[src/rtl/edp_slice_param.sv]
// One WIDTH-bit slice of the execution data path: AR/ARX/BR/BRX/MQ registers,
// A/B-select adder with slice generate/propagate, parity-protected fast
// memory with a sticky parity-error flag, and the EBUS/diagnostic driver.
// Slice bit 0 is the most significant bit; it lives at vector index WIDTH-1.
module edp_slice_param #(
    parameter int WIDTH     = 6,
    parameter int FM_BLOCKS = 8,
    parameter int FM_ACS    = 16
) (
    input  logic                         clk_edp_h,
    input  logic                         reset_h,
    input  logic [WIDTH-1:0]             cache_data_h,
    input  logic [WIDTH-1:0]             sh_h,
    input  logic [WIDTH-1:0]             armm_h,
    input  logic [WIDTH-1:0]             vma_held_or_pc_h,
    input  logic                         ad_cry_in_h,
    input  logic                         shift_in_lsb_h,
    input  logic                         cram_ad_boole_h,
    input  logic [1:0]                   cram_ad_sel_h,
    input  logic [1:0]                   cram_ada_sel_h,
    input  logic                         cram_ada_dis_h,
    input  logic [1:0]                   cram_adb_sel_h,
    input  logic [2:0]                   ctl_arl_sel_h,
    input  logic                         ctl_ar_load_h,
    input  logic                         ctl_ar_clr_h,
    input  logic [1:0]                   ctl_arxl_sel_h,
    input  logic                         ctl_arx_load_h,
    input  logic                         cram_br_load_h,
    input  logic                         cram_brx_load_h,
    input  logic [1:0]                   ctl_mq_sel_h,
    input  logic                         ctl_mqm_en_h,
    input  logic [$clog2(FM_BLOCKS)-1:0] apr_fm_block_h,
    input  logic [$clog2(FM_ACS)-1:0]    apr_fm_adr_h,
    input  logic                         con_fm_write_h,
    input  logic                         fm_check_h,
    input  logic                         fm_parity_clr_h,
    input  logic                         ctl_ad_to_ebus_h,
    input  logic                         diag_read_h,
    input  logic [2:0]                   diag_sel_h,
    output logic [WIDTH-1:0]             ar_h,
    output logic [WIDTH-1:0]             arx_h,
    output logic [WIDTH-1:0]             br_h,
    output logic [WIDTH-1:0]             brx_h,
    output logic [WIDTH-1:0]             mq_h,
    output logic [WIDTH-1:0]             ad_h,
    output logic                         ad_cry_out_h,
    output logic                         ad_cg_h,
    output logic                         ad_cp_h,
    output logic                         ad_eq0_l,
    output logic [WIDTH-1:0]             fm_h,
    output logic [WIDTH-1:0]             ebus_d_h,
    output logic                         edp_fm_parity_h,
    output logic                         fm_parity_err_h
);

    localparam int FM_DEPTH = FM_BLOCKS * FM_ACS;
    localparam int IW       = $clog2(FM_DEPTH);

    logic [WIDTH-1:0] ar_reg, ar_next;
    logic [WIDTH-1:0] arx_reg, arx_next;
    logic [WIDTH-1:0] br_reg, br_next;
    logic [WIDTH-1:0] brx_reg, brx_next;
    logic [WIDTH-1:0] mq_reg, mq_next;
    logic             perr_reg, perr_next;

    logic [WIDTH-1:0] a_op, b_op, b_term, ad;
    logic [WIDTH:0]   arith_sum;
    logic             ad_cry;

    // Fast memory word: {odd parity bit, data}
    logic [WIDTH:0]   fm_mem [FM_DEPTH];
    logic [IW-1:0]    fm_idx;
    logic [WIDTH:0]   fm_rd;

    // Per-bit generate/propagate and the running group terms, LSB upward
    logic [WIDTH-1:0] bit_g, bit_p;
    logic [WIDTH:0]   grp_g, grp_p;

    assign fm_idx = IW'(apr_fm_block_h) * IW'(FM_ACS) + IW'(apr_fm_adr_h);
    assign fm_rd  = fm_mem[fm_idx];

    // Operand selection for the adder
    always_comb begin
        a_op = '0;
        b_op = '0;
        if (!cram_ada_dis_h) begin
            case (cram_ada_sel_h)
                2'd0: a_op = ar_reg;
                2'd1: a_op = arx_reg;
                2'd2: a_op = mq_reg;
                2'd3: a_op = vma_held_or_pc_h;
            endcase
        end
        case (cram_adb_sel_h)
            2'd0: b_op = fm_rd[WIDTH-1:0];
            2'd1: b_op = br_reg;
            2'd2: b_op = brx_reg;
            2'd3: b_op = ar_reg;
        endcase
    end

    // Second addend for the arithmetic functions and the resulting AD value
    always_comb begin
        b_term = b_op;
        case (cram_ad_sel_h)
            2'd0: b_term = b_op;
            2'd1: b_term = ~b_op;
            2'd2: b_term = a_op;
            2'd3: b_term = '0;
        endcase
        arith_sum = {1'b0, a_op} + {1'b0, b_term} + {{WIDTH{1'b0}}, ad_cry_in_h};
        ad        = arith_sum[WIDTH-1:0];
        ad_cry    = arith_sum[WIDTH];
        if (cram_ad_boole_h) begin
            ad_cry = 1'b0;
            case (cram_ad_sel_h)
                2'd0: ad = a_op & b_op;
                2'd1: ad = a_op | b_op;
                2'd2: ad = a_op ^ b_op;
                2'd3: ad = ~a_op;
            endcase
        end
    end

    // Slice lookahead: group generate is the carry out with no carry in,
    // group propagate is the AND of XOR-propagates (exclusive of generate).
    assign grp_g[0] = 1'b0;
    assign grp_p[0] = 1'b1;
    generate
        for (genvar gi = 0; gi < WIDTH; gi++) begin : g_lookahead
            assign bit_g[gi]    = a_op[gi] & b_term[gi];
            assign bit_p[gi]    = a_op[gi] ^ b_term[gi];
            assign grp_g[gi+1]  = bit_g[gi] | (bit_p[gi] & grp_g[gi]);
            assign grp_p[gi+1]  = bit_p[gi] & grp_p[gi];
        end
    endgenerate

    assign ad_h         = ad;
    assign ad_cry_out_h = ad_cry;
    assign ad_cg_h      = cram_ad_boole_h ? 1'b0 : grp_g[WIDTH];
    assign ad_cp_h      = cram_ad_boole_h ? 1'b0 : grp_p[WIDTH];
    assign ad_eq0_l     = |ad;

    // Next-state selection for the data registers and the parity flag
    always_comb begin
        ar_next   = ar_reg;
        arx_next  = arx_reg;
        br_next   = br_reg;
        brx_next  = brx_reg;
        mq_next   = mq_reg;
        perr_next = perr_reg;

        if (ctl_ar_clr_h) begin
            ar_next = '0;
        end else if (ctl_ar_load_h) begin
            case (ctl_arl_sel_h)
                3'd0: ar_next = armm_h;
                3'd1: ar_next = cache_data_h;
                3'd2: ar_next = ad;
                3'd3: ar_next = sh_h;
                3'd4: ar_next = {ad[WIDTH-2:0], shift_in_lsb_h};
                3'd5: ar_next = {ad_cry, ad[WIDTH-1:1]};
                3'd6: ar_next = fm_rd[WIDTH-1:0];
                3'd7: ar_next = '0;
            endcase
        end

        if (ctl_arx_load_h) begin
            case (ctl_arxl_sel_h)
                2'd0: arx_next = cache_data_h;
                2'd1: arx_next = ad;
                2'd2: arx_next = ar_reg;
                2'd3: arx_next = mq_reg;
            endcase
        end

        if (cram_br_load_h)  br_next  = ar_reg;
        if (cram_brx_load_h) brx_next = arx_reg;

        if (ctl_mqm_en_h) begin
            case (ctl_mq_sel_h)
                2'd0: mq_next = mq_reg;
                2'd1: mq_next = {mq_reg[WIDTH-2:0], shift_in_lsb_h};
                2'd2: mq_next = {ad[0], mq_reg[WIDTH-1:1]};
                2'd3: mq_next = ad;
            endcase
        end

        // A word whose data and parity XOR to 0 fails odd parity; a new error
        // wins over a simultaneous clear.
        perr_next = (fm_check_h & ~(^fm_rd)) | (perr_reg & ~fm_parity_clr_h);
    end

    // Register state with asynchronous clear
    always_ff @(posedge clk_edp_h or posedge reset_h) begin
        if (reset_h) begin
            ar_reg   <= '0;
            arx_reg  <= '0;
            br_reg   <= '0;
            brx_reg  <= '0;
            mq_reg   <= '0;
            perr_reg <= 1'b0;
        end else begin
            ar_reg   <= ar_next;
            arx_reg  <= arx_next;
            br_reg   <= br_next;
            brx_reg  <= brx_next;
            mq_reg   <= mq_next;
            perr_reg <= perr_next;
        end
    end

    // Fast-memory write of the current AR with odd parity; contents never reset
    always_ff @(posedge clk_edp_h) begin
        if (con_fm_write_h) begin
            fm_mem[fm_idx] <= {~(^ar_reg), ar_reg};
        end
    end

    // EBUS driver: diagnostic read first, then AD, otherwise idle low
    always_comb begin
        ebus_d_h = '0;
        if (diag_read_h) begin
            case (diag_sel_h)
                3'd0: ebus_d_h = ar_reg;
                3'd1: ebus_d_h = arx_reg;
                3'd2: ebus_d_h = br_reg;
                3'd3: ebus_d_h = brx_reg;
                3'd4: ebus_d_h = mq_reg;
                3'd5: ebus_d_h = fm_rd[WIDTH-1:0];
                3'd6: ebus_d_h = ad;
                3'd7: ebus_d_h = '0;
            endcase
        end else if (ctl_ad_to_ebus_h) begin
            ebus_d_h = ad;
        end
    end

    assign ar_h            = ar_reg;
    assign arx_h           = arx_reg;
    assign br_h            = br_reg;
    assign brx_h           = brx_reg;
    assign mq_h            = mq_reg;
    assign fm_h            = fm_rd[WIDTH-1:0];
    assign edp_fm_parity_h = fm_rd[WIDTH];
    assign fm_parity_err_h = perr_reg;

endmodule

[config.mk]
export PLATFORM = sky130hd
export DESIGN_NAME = edp_slice_param
export DESIGN_NICKNAME = d
export VERILOG_FILES = /design/src/rtl/edp_slice_param.sv
export SDC_FILE = /design/constraint.sdc
export NUM_CORES = 1
export LEC_CHECK = 0
export ABC_AREA = 0
export CAP_MARGIN = 20
export CORE_ASPECT_RATIO = 1.1
export CORE_MARGIN = 5
export CORE_UTILIZATION = 25
export CTS_CLUSTER_DIAMETER = 150
export DETAILED_ROUTE_END_ITERATION = 7
export SKIP_CTS_REPAIR_TIMING = 1
export SLEW_MARGIN = 20
export SYNTH_ARGS = -nofsm -noshare
export SYNTH_HDL_FRONTEND = slang
export SYNTH_SLANG_ARGS = --single-unit
[constraint.sdc]
create_clock -name clk_edp_h -period 20.5 [get_ports clk_edp_h]
set_input_delay 2.05 -clock clk_edp_h [delete_from_list [all_inputs] [get_ports clk_edp_h]]
set_output_delay 2.05 -clock clk_edp_h [all_outputs]
set_load 0.05 [all_outputs]
# Word-level counts from Yosys, hierarchy flattened
# Memories as Yosys holds them, arrays and structs flattened.
# Index checks and enable logic that the tools add are counted.
# totals
ff_bits	31
ram_bits	896
in_bits	64
output_inout_bits	54
memories	1
# memory_table
name	depth	word_bits	read_ports	rd_ports_with_merged_regs	wr	line_no	text
fm_mem	128	7	1	0	1	71	logic [WIDTH:0] fm_mem [FM_DEPTH];
# op_classes
addsub	3
eq_ne	29
muxes	19
n_bitwise	39
n_reduce_logical	12
# op_table
cell	count
one-hot mux 6 bit (4 select lines)	5
one-hot mux 6 bit (8 select lines)	2
2-to-1 mux 6 bit	6
equality test 3 bit, second input constant	8
equality test 2 bit, second input constant	10
AND 1 bit	18
one-hot mux 6 bit (3 select lines)	1
equality test 3 x 2 -> 1 bit, second input constant	4
NOT 6 bit	2
equality test 2 x 1 -> 1 bit, second input constant	5
logical NOT 2 bit	5
adder 6 x 6 -> 7 bit	1
adder 7 x 1 -> 7 bit	1
adder 7 x 4 -> 7 bit	1
XOR reduction 7 bit	1
AND 6 bit	1
equality test 3 x 1 -> 1 bit, second input constant	2
logical NOT 3 bit	2
OR 1 bit	6
OR 6 bit	1
OR reduction 6 bit	1
XOR reduction 6 bit	1
XOR 1 bit	6
XOR 6 bit	1
other kinds (4)	11

# Logic depth before layout (Yosys ltp)
# Gate-level depths: netlist (run 1).
# An unclocked memory read counts as a cell.
# depth
depth_word	17
mapped_depth	28
depth_no_buf	23

# Worst setup path after synthesis (run 1)
# Ideal clock, no wire load.
# synth_timing
kind	input port to output port
start	input port apr_fm_adr_h[2]
end	output port ebus_d_h[4]
arrival_time_ns	7.724
required_time_ns	18.450
slack_ns	10.726
path_stages	24
cell_sequence	and2_1 buf_4 buf_4 buf_6 buf_2 a22o_1 a222oi_1 o211ai_1 a31oi_1 nand4_1 o21a_2 o221ai_4 mux2i_1 o21a_1 fa_1 inv_1 fa_1 a21o_1 a21oi_1 xnor2_1 nor2_1 a21oi_1 inv_1 o22ai_1
# synth_via
elab_chain_cells	10
elab_cells_between_ends	15
cone_classes	add/sub (3); mux (7); bitwise (4); memory (1)
# synth_rtl
element	line_no	text
from (decl)	33	input logic [$clog2(FM_ACS)-1:0] apr_fm_adr_h,
adder 7 x 4 -> 7 bit *	79	assign fm_idx = IW'(apr_fm_block_h) * IW'(FM_ACS) + IW'(apr_fm_adr_h);
memory (128 x 7 bit) *	n/a	
via fm_h[0]	50	output logic [WIDTH-1:0] fm_h,
one-hot mux 6 bit (4 select lines) *	94	case (cram_adb_sel_h)
NOT 6 bit	107	2'd1: b_term = ~b_op;
one-hot mux 6 bit (4 select lines) *	105	case (cram_ad_sel_h)
adder 6 x 6 -> 7 bit *	111	arith_sum = {1'b0, a_op} + {1'b0, b_term} + {{WIDTH{1'b0}}, ad_cry_in_h};
adder 7 x 1 -> 7 bit *	111	
2-to-1 mux 6 bit *	114	if (cram_ad_boole_h) begin
via ad_h[4]	45	output logic [WIDTH-1:0] ad_h,
one-hot mux 6 bit (8 select lines) or 2-to-1 mux 6 bit (tied branches)	224, 234	
2-to-1 mux 6 bit *	223	if (diag_read_h) begin
to (decl)	51	output logic [WIDTH-1:0] ebus_d_h,
# Mark *: on every way through the listed nets, which the timed path passes. The rest lies on a longest branch.

# Worst setup path in the final report (run 1)
# layout_timing
start	input port apr_fm_adr_h[1]
end	output port ebus_d_h[3]
# layout_via
elab_chain_cells	10
elab_cells_between_ends	15
cone_classes	add/sub (3); mux (7); bitwise (4); memory (1)
# layout_rtl
element	line_no
adder 7 x 4 -> 7 bit *	79
memory (128 x 7 bit) *	n/a
one-hot mux 6 bit (4 select lines)	94
NOT 6 bit	107
one-hot mux 6 bit (4 select lines)	105
adder 6 x 6 -> 7 bit	111
adder 7 x 1 -> 7 bit	111
2-to-1 mux 6 bit	114
one-hot mux 6 bit (8 select lines) or 2-to-1 mux 6 bit (tied branches)	224, 234
2-to-1 mux 6 bit *	223
# Every way passes the cells marked *; elsewhere a longest branch is shown, timed or not.

==> results.yml, run 1 <==
critical_path:
  path_max_fanout: 35
  path_cells: "buf_4, buf_4, buf_4, inv_2, buf_4, a221o_1, a21oi_1, nor3_1, a211oi_1, a2bb2oi_2, mux4_2, mux2i_1, o21ai_1, ha_1, nor2b_1, o21ai_0, nand2_1, xnor2_1, mux2i_1, inv_1, o21ai_0, clkdlybuf4s50_1"
  critPathBufInv: 7
  cpPeakStageDelay_ps: 930
  slowest_stage: "clkdlybuf4s50_1"
  crit_type: "input port to output port"
  ff2ff_setup_slack_ps: 14770
  arrival_ps: 10290
  ff2ff_path_depth: 20
  cp_data_required_time_ps: 18450
  crit_top_cell: "buf_4"
  end_kind: "output port"
  critPathTopFamily: "buffers and inverters"
  rr_endpoint: "ar_h[3]$_DFFE_PP0P_"
  rr_startpoint: "fm_mem[5][1]$_DFFE_PP_"
  start_kind: "input port"
final_layout:
  fillers: 15352
  drive_above_1_share_pct: 13.1
  fin_util_pct: 29.3
  syn_to_final_growth_pct: 16.6
  post-route-cell-area_um2: 45200
  fin_nets: 2680
yosys:
  seq_area_frac_synth_pct: 71.4
  synthTopCellsByArea: "edfxtp_1 69%, mux2i_1 3.4%, mux2_2 2.4%, a221oi_1 2.1%, dfrtp_1 2.0%"
  netlist_area_um2: 38800
  syn-instance-count: 2489
  yosys-top-cells-count: "896 x edfxtp_1, 192 x nor2_1, 131 x mux2i_1"
  synth_nets: 2573
  yosysMostFrequentCell: "edfxtp_1"
  synth_ff_type: "edfxtp_1"
  synth_cell_types: 87
  synth-async-reset-ratio_pct: 3.34
  syn_area_per_cell_um2: 15.6
  yosys.area.top_type: "edfxtp_1"
  ys_warn_count: 0
  synth_edf_count: 896
  ys_ff_latch: 927
  synth.top_cell.area_share_pct: 69.4
timing:
  slew_headroom_pct: 21.0
  setup_viol: 0
  finalSetupTns_ps: 0
  period_minus_slack_ps: 12340
  hold_viol_final: 0
  fin_crit_sh_pct: 60.2
  rsz0062_at_grt: "false"
  drv_slew: 0
  max_freq_ghz: 0.0810
  tightest_slew_ps: 1180
  skew_ps: 21.7
clocking:
  cts_sinks: 927
  clk_latency_ps: 660
  htreeDepth: 3
  clkTransAtPathRegs_ps: 50
  cts_buffers: 97
  cts_tree: "built"
  clockBufferDepth: 3
  cts_root_buffer: "clkbuf_16"
power:
  leakage_nw: 14.4
  powerDensity_nw_per_um2: 98.0
  ir_drop_mv: 0.0614
routing:
  viasPerCell: 5.17
  drt_iter0_markers: 3216
  drc: 0
  vias: 24511
  drtAntennaViolNets: 0
  post_drt_wl_per_cell_um: 26.5
  routed_wl_mm: 126
  firstDrtPassIters: 6
placed_design:
  dpl_cell_area_um2: 42100
  gp_congestion: 0.866
  post-dp-hpwl_mm: 77.0
  portBuffers: 117
worst_hold_path:
  hold_start: "fm_parity_err_h$_DFF_PP0_"
  hp-class: "flop to flop"
  whs_endpoint: "fm_parity_err_h$_DFF_PP0_"
  whs_path_depth: 1
die:
  dieHeight_um: 423
  core.rowCount: 151
  pin_count: 118
  dieArea_um2: 163000
  die_w_um: 386
  start_util_pct: 25.2
  core_um2: 154000
global_routing:
  track_usage_pct: 14.8
  grt_pass1_wl_mm: 178
  grt_antenna_before_repair: 5
  first_global_vias: 23977
  grt_max_degree: 89
  overflow: 0
job:
  maxCapViolations: 0
outcome:
  status: "finished, final reports clean"
kinds of logic (layout without fill, tap and decap cells):
group	after synthesis	in the layout	synth area share, %
AO/OA/AOI/OAI	662	662	12.7
XOR/XNOR	13	13	0.329
adder cells (fa/ha/maj)	20	20	0.684
buffers and inverters	216	405	2.97
flip-flops	927	927	71.4
multiplexers	248	248	7.33
other	0	2	0
AND/OR/NAND/NOR	403	403	4.62
power by group:
group          leakage (nW)  internal (mW)  total [mW]  switching (mW)
Combinational          4.30          0.153       0.515           0.361
Sequential             8.57           2.15        2.18          0.0392
Clock                  1.53          0.994        1.73           0.739
state kept, by name (all words and copies together), names as in the netlist:
| name | flops |
|---|---|
| arx_h | 6 |
| fm_parity_err_h | 1 |
| fm_mem | 896 |
| ar_h | 6 |
| br_h | 6 |
| brx_h | 6 |
| mq_h | 6 |
placed cells by master, fill, tap and decap left out, types with 10 or more instances in the layout:
cell type	instances
edfxtp_1	896
nor2_1	190
mux2i_1	131
a21oi_1	120
clkdlybuf4s50_1	112
nand2_1	103
clkbuf_16	99
a221oi_1	92
a22oi_1	91
mux2_2	84
o21ai_0	78
buf_4	67
a221o_1	41
inv_1	35
o2bb2ai_1	34
a22o_1	32
clkinv_1	29
dfrtp_1	25
nand3_1	23
nor2b_1	21
mux4_2	19
clkbuf_1	19
o211ai_1	18
ha_1	18
clkinv_2	18
o221ai_1	17
a211oi_1	16
nand2b_1	16
a31oi_1	16
mux2_1	14
o2111ai_1	10
nor3_1	10
worst max path at each step:
stage,from,to,cells past startpoint
after floorplan,apr_fm_adr_h[2],ebus_d_h[4],24
after global placement,apr_fm_adr_h[1],ebus_d_h[3],22
after detailed placement,apr_fm_adr_h[2],ebus_d_h[4],25
after CTS,apr_fm_adr_h[1],ebus_d_h[3],22
after global routing,apr_fm_adr_h[2],ebus_d_h[4],25
final,apr_fm_adr_h[1],ebus_d_h[3],22
metrics by stage:
stage / setup WS (ps) / instances / hold slack (ps) / total power [mW]
floorplan: 10730 / 2489 / 820 / 2.52
global placement: 8430 / 4562 / 489 / 2.73
detailed placement: 8370 / 4562 / 498 / 2.74
CTS: 8330 / 4743 / 512 / 4.45
global route: 7930 / 4743 / 554 / 4.56
finish: 8160 / 4745 / 519 / 4.43
layout make-up:
class                   count  area [um^2]  share of cell area [%]
multi-input cells        1346        10000                    22.1
repair buffers            183         1670                    3.69
inverters                  41          154                   0.340
diodes                      2         5.00                  0.0111
well taps                2065         2580                    5.71
flip-flops and latches    927        27700                    61.3
clock inverters            61          533                    1.18
clock buffers             120         2580                    5.70
worst register-to-register path, delay by kind of cell (launching register included):
kind                     cells  cell delay [ps]
flip-flops                   1              360
AND/OR/NAND/NOR              4              430
XOR/XNOR                     1              130
buffers and inverters        1              190
multiplexers                 4             1570
AO/OA/AOI/OAI                9             2620
adder cells (fa/ha/maj)      1              360
routing by layer:
metal | vias to the layer above | track usage (%) | part of all wire (%)
met5 | - | 0 | 0.014
met4 | 2 | 6.15 | 4.5
met1 | 12529 | 19.0 | 38
met2 | 1493 | 24.1 | 47
met3 | 288 | 3.42 | 11
li1 | 10199 | - | -
(Power assumes the default switching activity.)
==> run 2, diff against run 1 <==
==> constraint.sdc (replaced) <==
create_clock -name clk_edp_h -period 10.2 [get_ports clk_edp_h]
set_input_delay 1.02 -clock clk_edp_h [delete_from_list [all_inputs] [get_ports clk_edp_h]]
set_output_delay 1.02 -clock clk_edp_h [all_outputs]
set_load 0.05 [all_outputs]
==> results.yml, run 2 (synthesized netlist as in run 1, its figures left out) <==
die:
  die_w_um: 386
  dieHeight_um: 423
  core_um2: 154000
  start_util_pct: 25.2
  core.rowCount: 151
  pin_count: 118
  dieArea_um2: 163000
routing:
  drt_iter0_markers: 3450
  routed_wl_mm: 127
  drtAntennaViolNets: 0
  post_drt_wl_per_cell_um: 26.7
  vias: 24513
  drc: 0
  firstDrtPassIters: 8
  viasPerCell: 5.16
final_layout:
  stdcell_count: 4750
  final_common_cell: "edfxtp_1"
  syn_to_final_growth_pct: 17.3
  regMostFlops: "fm_mem"
  mostFrequentLayoutCells: "896 x edfxtp_1, 191 x nor2_1, 131 x mux2i_1, 120 x a21oi_1, 111 x clkdlybuf4s50_1"
  drive_above_1_share_pct: 13.6
  fin_nets: 2692
  post-route-cell-area_um2: 45500
  fillers: 15340
  largest_reg_flops: 896
global_routing:
  track_usage_pct: 14.9
  first_global_vias: 24162
  overflow: 0
  grt_max_degree: 129
  grt_antenna_before_repair: 5
  grt_pass1_wl_mm: 179
timing:
  fin_crit_sh_pct: 86.7
  skew_ps: 23.4
  fin_hold_ws_ps: 503
  hold_viol_final: 0
  tightest_slew_ps: 1260
  max_freq_ghz: 0.113
  finalSetupTns_ps: 0
  setup_viol: 0
  rsz0062_at_grt: "false"
  period_minus_slack_ps: 8840
  slew_headroom_pct: 15.8
  drv_slew: 0
critical_path:
  cp_data_required_time_ps: 9180
  end_kind: "output port"
  crit_type: "input port to output port"
  crit_end: "ebus_d_h[4]"
  arrival_ps: 7820
  rr_startpoint: "fm_mem[17][1]$_DFFE_PP_"
  startpoint: "apr_fm_adr_h[2]"
  rr_endpoint: "ar_h[3]$_DFFE_PP0P_"
  ff2ff_path_depth: 21
  ff2ff_setup_slack_ps: 4540
  path_max_fanout: 60
  start_kind: "input port"
clocking:
  clockBufferDepth: 3
  clkTransAtPathRegs_ps: 60
  cts_root_buffer: "clkbuf_16"
  clk_latency_ps: 670
  cts_buffers: 92
  cts_sinks: 927
  htreeDepth: 3
  cts_tree: "built"
placed_design:
  place_inst: 4579
  portBuffers: 117
  gp_congestion: 0.907
  post-dp-hpwl_mm: 80.2
  dpl_cell_area_um2: 42300
outcome:
  status: "finished, final reports clean"
job:
  maxCapViolations: 0
worst_hold_path:
  whs_path_depth: 1
  hp-class: "flop to flop"
power:
  fin_total_pwr_mw: 9.07
  ir_drop_mv: 0.132
  powerDensity_nw_per_um2: 199
  leakage_nw: 14.5
run 2: cell types whose count changed in the layout (fill, tap and decap cells not counted), moves of 2 or more:
cell,change
bufinv_16,+10
clkinv_2,-6
inv_6,-3
clkbuf_8,-2
buf_4,+15
buf_12,+3
clkinv_1,-10
clkbuf_16,-3
run 2: layer usage:
metal	vias up	track usage [%]	share of wire, %
met5	-	0	0
met4	0	6.54	4.7
met3	332	3.34	10
met2	1509	24.3	47
met1	12448	19.1	38
li1	10224	-	-
run 2: stage by stage:
step	utilization (%)	setup WS, ps
2_1_floorplan	-	2490
3_3_place_gp	27.4	1460
3_5_place_dp	27.4	1430
4_1_cts	29.5	1400
5_1_grt	29.5	1100
6_report	29.5	1360
run 2: worst min-delay path by stage:
| stage | start | slack, ps | endpoint |
|---|---|---|---|
| 2_1_floorplan | mq_h[0]$_DFFE_PP0P_ | 820 | mq_h[0]$_DFFE_PP0P_ |
| 3_3_place_gp | fm_parity_err_h$_DFF_PP0_ | 490 | fm_parity_err_h$_DFF_PP0_ |
| 3_5_place_dp | fm_parity_err_h$_DFF_PP0_ | 490 | fm_parity_err_h$_DFF_PP0_ |
| 4_1_cts | fm_parity_err_h$_DFF_PP0_ | 510 | fm_parity_err_h$_DFF_PP0_ |
| 5_1_grt | fm_parity_err_h$_DFF_PP0_ | 540 | fm_parity_err_h$_DFF_PP0_ |
| 6_report | fm_parity_err_h$_DFF_PP0_ | 500 | fm_parity_err_h$_DFF_PP0_ |
run 2: power breakdown:
group,switching [mW],total (mW),internal [mW]
logic,0.741,1.06,0.314
clock network,1.45,3.63,2.18
registers,0.0755,4.39,4.31
total,2.27,9.07,6.80
run 2: layout make-up:
class                   instances  area [um^2]  share of cell area [%]
repair buffers                200         1830                    4.03
well taps                    2065         2580                    5.68
inverters                      41          154                   0.338
flip-flops and latches        927        27700                    60.9
multi-input cells            1346        10000                    22.0
clock buffers                 115         2470                    5.44
clock inverters                54          747                    1.64
diodes                          2         5.00                  0.0110
run 2: worst max-delay path, cell delays in order:
cell and delay, ps:
buf_8 390, and2_4 860, buf_4 550, a221o_1 220, o21ai_0 140, a211oi_1 430, a21oi_1 270, a221oi_2 330
buf_4 220, o221a_2 250, mux2i_1 170, o21ai_0 110, ha_1 390, a21o_1 200, a21oi_1 220, xnor2_1 160
nor2_1 50, a21oi_1 470, inv_1 170, o22ai_1 230, clkdlybuf4s50_1 840
==> patch, RTL diff (flow settings as in run 1) <==
`br_reg` no longer has a reset.
--- a/src/rtl/edp_slice_param.sv
+++ b/src/rtl/edp_slice_param.sv
@@ -196,18 +196,20 @@
         if (reset_h) begin
             ar_reg   <= '0;
             arx_reg  <= '0;
-            br_reg   <= '0;
             brx_reg  <= '0;
             mq_reg   <= '0;
             perr_reg <= 1'b0;
         end else begin
             ar_reg   <= ar_next;
             arx_reg  <= arx_next;
-            br_reg   <= br_next;
             brx_reg  <= brx_next;
             mq_reg   <= mq_next;
             perr_reg <= perr_next;
         end
+    end
+
+    always_ff @(posedge clk_edp_h) begin
+        br_reg <= br_next;
     end
 
     // Fast-memory write of the current AR with odd parity; contents never reset
Check against the original RTL: not equivalent (a bounded check fails within 4 cycles, from zero or initial values and one cycle with reset_h high; the reset may be asserted at any time).
==> patch against run 1 <==
  * Sequential share of layout area up 0.31 points
  * Combinational power is 3% higher
  * Final cell count down 0.55%
  * Sequential cell count is the same
  * Synthesized cell count down 0.36%
  * Register-to-register slack worse by 0.23 ns
  * Synthesized area shrank 0.30%
  * Routed wire length increased by 0.43%
  * Final area down 0.40%
  * Worst hold slack lost 0.0065 ns
  * First-iteration DRC count increased by 1.6%
  * Worst setup slack gained 0.83 ns
  * Total power rose by 1.3%
  * Critical path type unchanged
  * Critical endpoint is now ebus_d_h[5]
==> patch: results (changes against run 1) <==
Clock tree
  – Worst-path clk slew: 0.07 ns (+0.02 ns)
  – Clk Latency, worst-skew pair: 0.68 ns (+0.02 ns)

GRT
  – Total GRT Usage: 14.9% (+0.12 points)
  – Vias in the first global route: 24,200 (+0.73%)
  – Initial antenna violation count: 6 (+1)
  – Largest net degree at the start of global routing: 101 (+13%)
  – First-pass GRT wire length: 179,000 microns (+0.77%)

Placement
  – Gpl congestion: 0.912 (+5.3%)
  – DP Area: 41,900 sq um (-0.62%)
  – Hpwl dp: 77,000 microns (about the same)

STA
  – Clock skew: 0.0370 ns (+0.0153 ns)
  – Relative slew slack: 15.1% (-5.9 points)

Setup path
  – Worst path max stage delay: 0.84 ns (-0.09 ns)
  – Max FO, Critical Path: 47 (+34%)
  – Arr. time, crit path: 9.46 ns (-0.83 ns)

Drt
  – Iter 0 DRT Violations: 3,268 (+1.6%)
  – Wire per inst: 26.7 microns (+0.98%)
  – Routed vias: 24,800 (+1.0%)

Finish
  – Fillers: 15,200 (-0.78%)
  – Share of post-route cells with drive strength above 1: 12.0% (-1.1 points)
  – Fin nets: 2,650 (-1.1%)

Yosys
  – Post-synth EDFFs: 902 (+0.67%)
  – Top post-synthesis cells by count: edfxtp_1, nor2_1, a221oi_1
  – Netlist cell types: 97 (+11%)
  – Fraction of registers with async set/reset: 2.70% (-0.65 points)
  – Register area share after synthesis: 71.7% (+0.29 points)
  – Net Count, Synth: 2,564 (-0.35%)
  – Top cells by area, synth: edfxtp_1, a221oi_1, mux2i_1

Power
  – P_leak: 0.0139 uW (-3.3%)
  – P_int: 3320 uW (+0.70%)
  – Worst ir drop on vdd: 0.0673 mV (+9.7%)

Status
  – Outcome: completed
==> patch: area by class of cell <==
type / count / share of cell area [%]
Sequential cell: 927 / 61.6
Multi-Input combinational cell: 1331 / 21.8
Tap cell: 2065 / 5.74
Clock buffer: 115 / 5.63
Timing Repair Buffer: 165 / 3.46
Clock inverter: 67 / 1.42
Inverter: 44 / 0.367
Antenna cell: 5 / 0.0278
==> patch: worst paths after layout <==
kind                                           start                        end  slack, ns  cells past startpoint
setup / recovery                     apr_fm_adr_h[1]                ebus_d_h[5]       8.99                     21
max in group asynchronous                    reset_h        ar_h[1]$_DFFE_PP0P_      18.40                      3
min in group asynchronous                    reset_h        mq_h[5]$_DFFE_PP0P_       1.77                      3
hold reg to reg            fm_parity_err_h$_DFF_PP0_  fm_parity_err_h$_DFF_PP0_       0.51                      1
setup reg to reg              fm_mem[5][0]$_DFFE_PP_        ar_h[4]$_DFFE_PP0P_      14.54                     23
hold / removal             fm_parity_err_h$_DFF_PP0_  fm_parity_err_h$_DFF_PP0_       0.51                      1
==> patch: routing by layer <==
layer / global-route usage (%) / vias to the layer above / routed length (microns)
li1: - / 10200 / -
met1: 19.9 / 12700 / 49900
met2: 23.7 / 1570 / 58400
met3: 3.51 / 290 / 13100
met4: 5.45 / 0 / 4680
met5: 0 / - / 0
==> patch: power groups by stage <==
| stage | registers [uW] | logic (uW) | clock network (uW) |
|---|---|---|---|
| after global placement | 2240 | 522 | 0 |
| after CTS | 2200 | 529 | 1770 |
| after floorplan | 2280 | 261 | 0 |
| after detailed placement | 2240 | 527 | 0 |
| final | 2200 | 533 | 1760 |
| after global routing | 2200 | 557 | 1860 |
==> patch: per-stage QoR <==
step / std cells / util (%) / setup WS (ns) / hold WS, ns
floorplan: 2480 / - / 10.51 / 0.817
global placement: 4531 / 27.2 / 9.29 / 0.488
detailed placement: 4532 / 27.2 / 9.19 / 0.490
CTS: 4714 / 29.2 / 9.17 / 0.510
global route: 4715 / 29.2 / 8.66 / 0.551
finish: 4719 / 29.3 / 8.99 / 0.513
==> patch: kinds of logic (layout without fill, tap and decap cells) <==
group	count (synthesis)	count (layout)	synth area share, %
mux	182	182	5.76
compound gates	647	647	12.7
fa+ha+maj	20	20	0.686
flops	927	927	71.7
xor+xnor	14	14	0.353
other cells	0	5	0
simple gates	468	468	5.73
buf+inv	222	391	3.13
==> patch: worst max-delay path: cells and delay by family <==
family	cells	cell delay, ns
xor+xnor	1	0.09
fa+ha+maj	1	0.39
simple gates	2	1.01
mux	2	0.76
buf+inv	6	2.96
compound gates	9	2.02
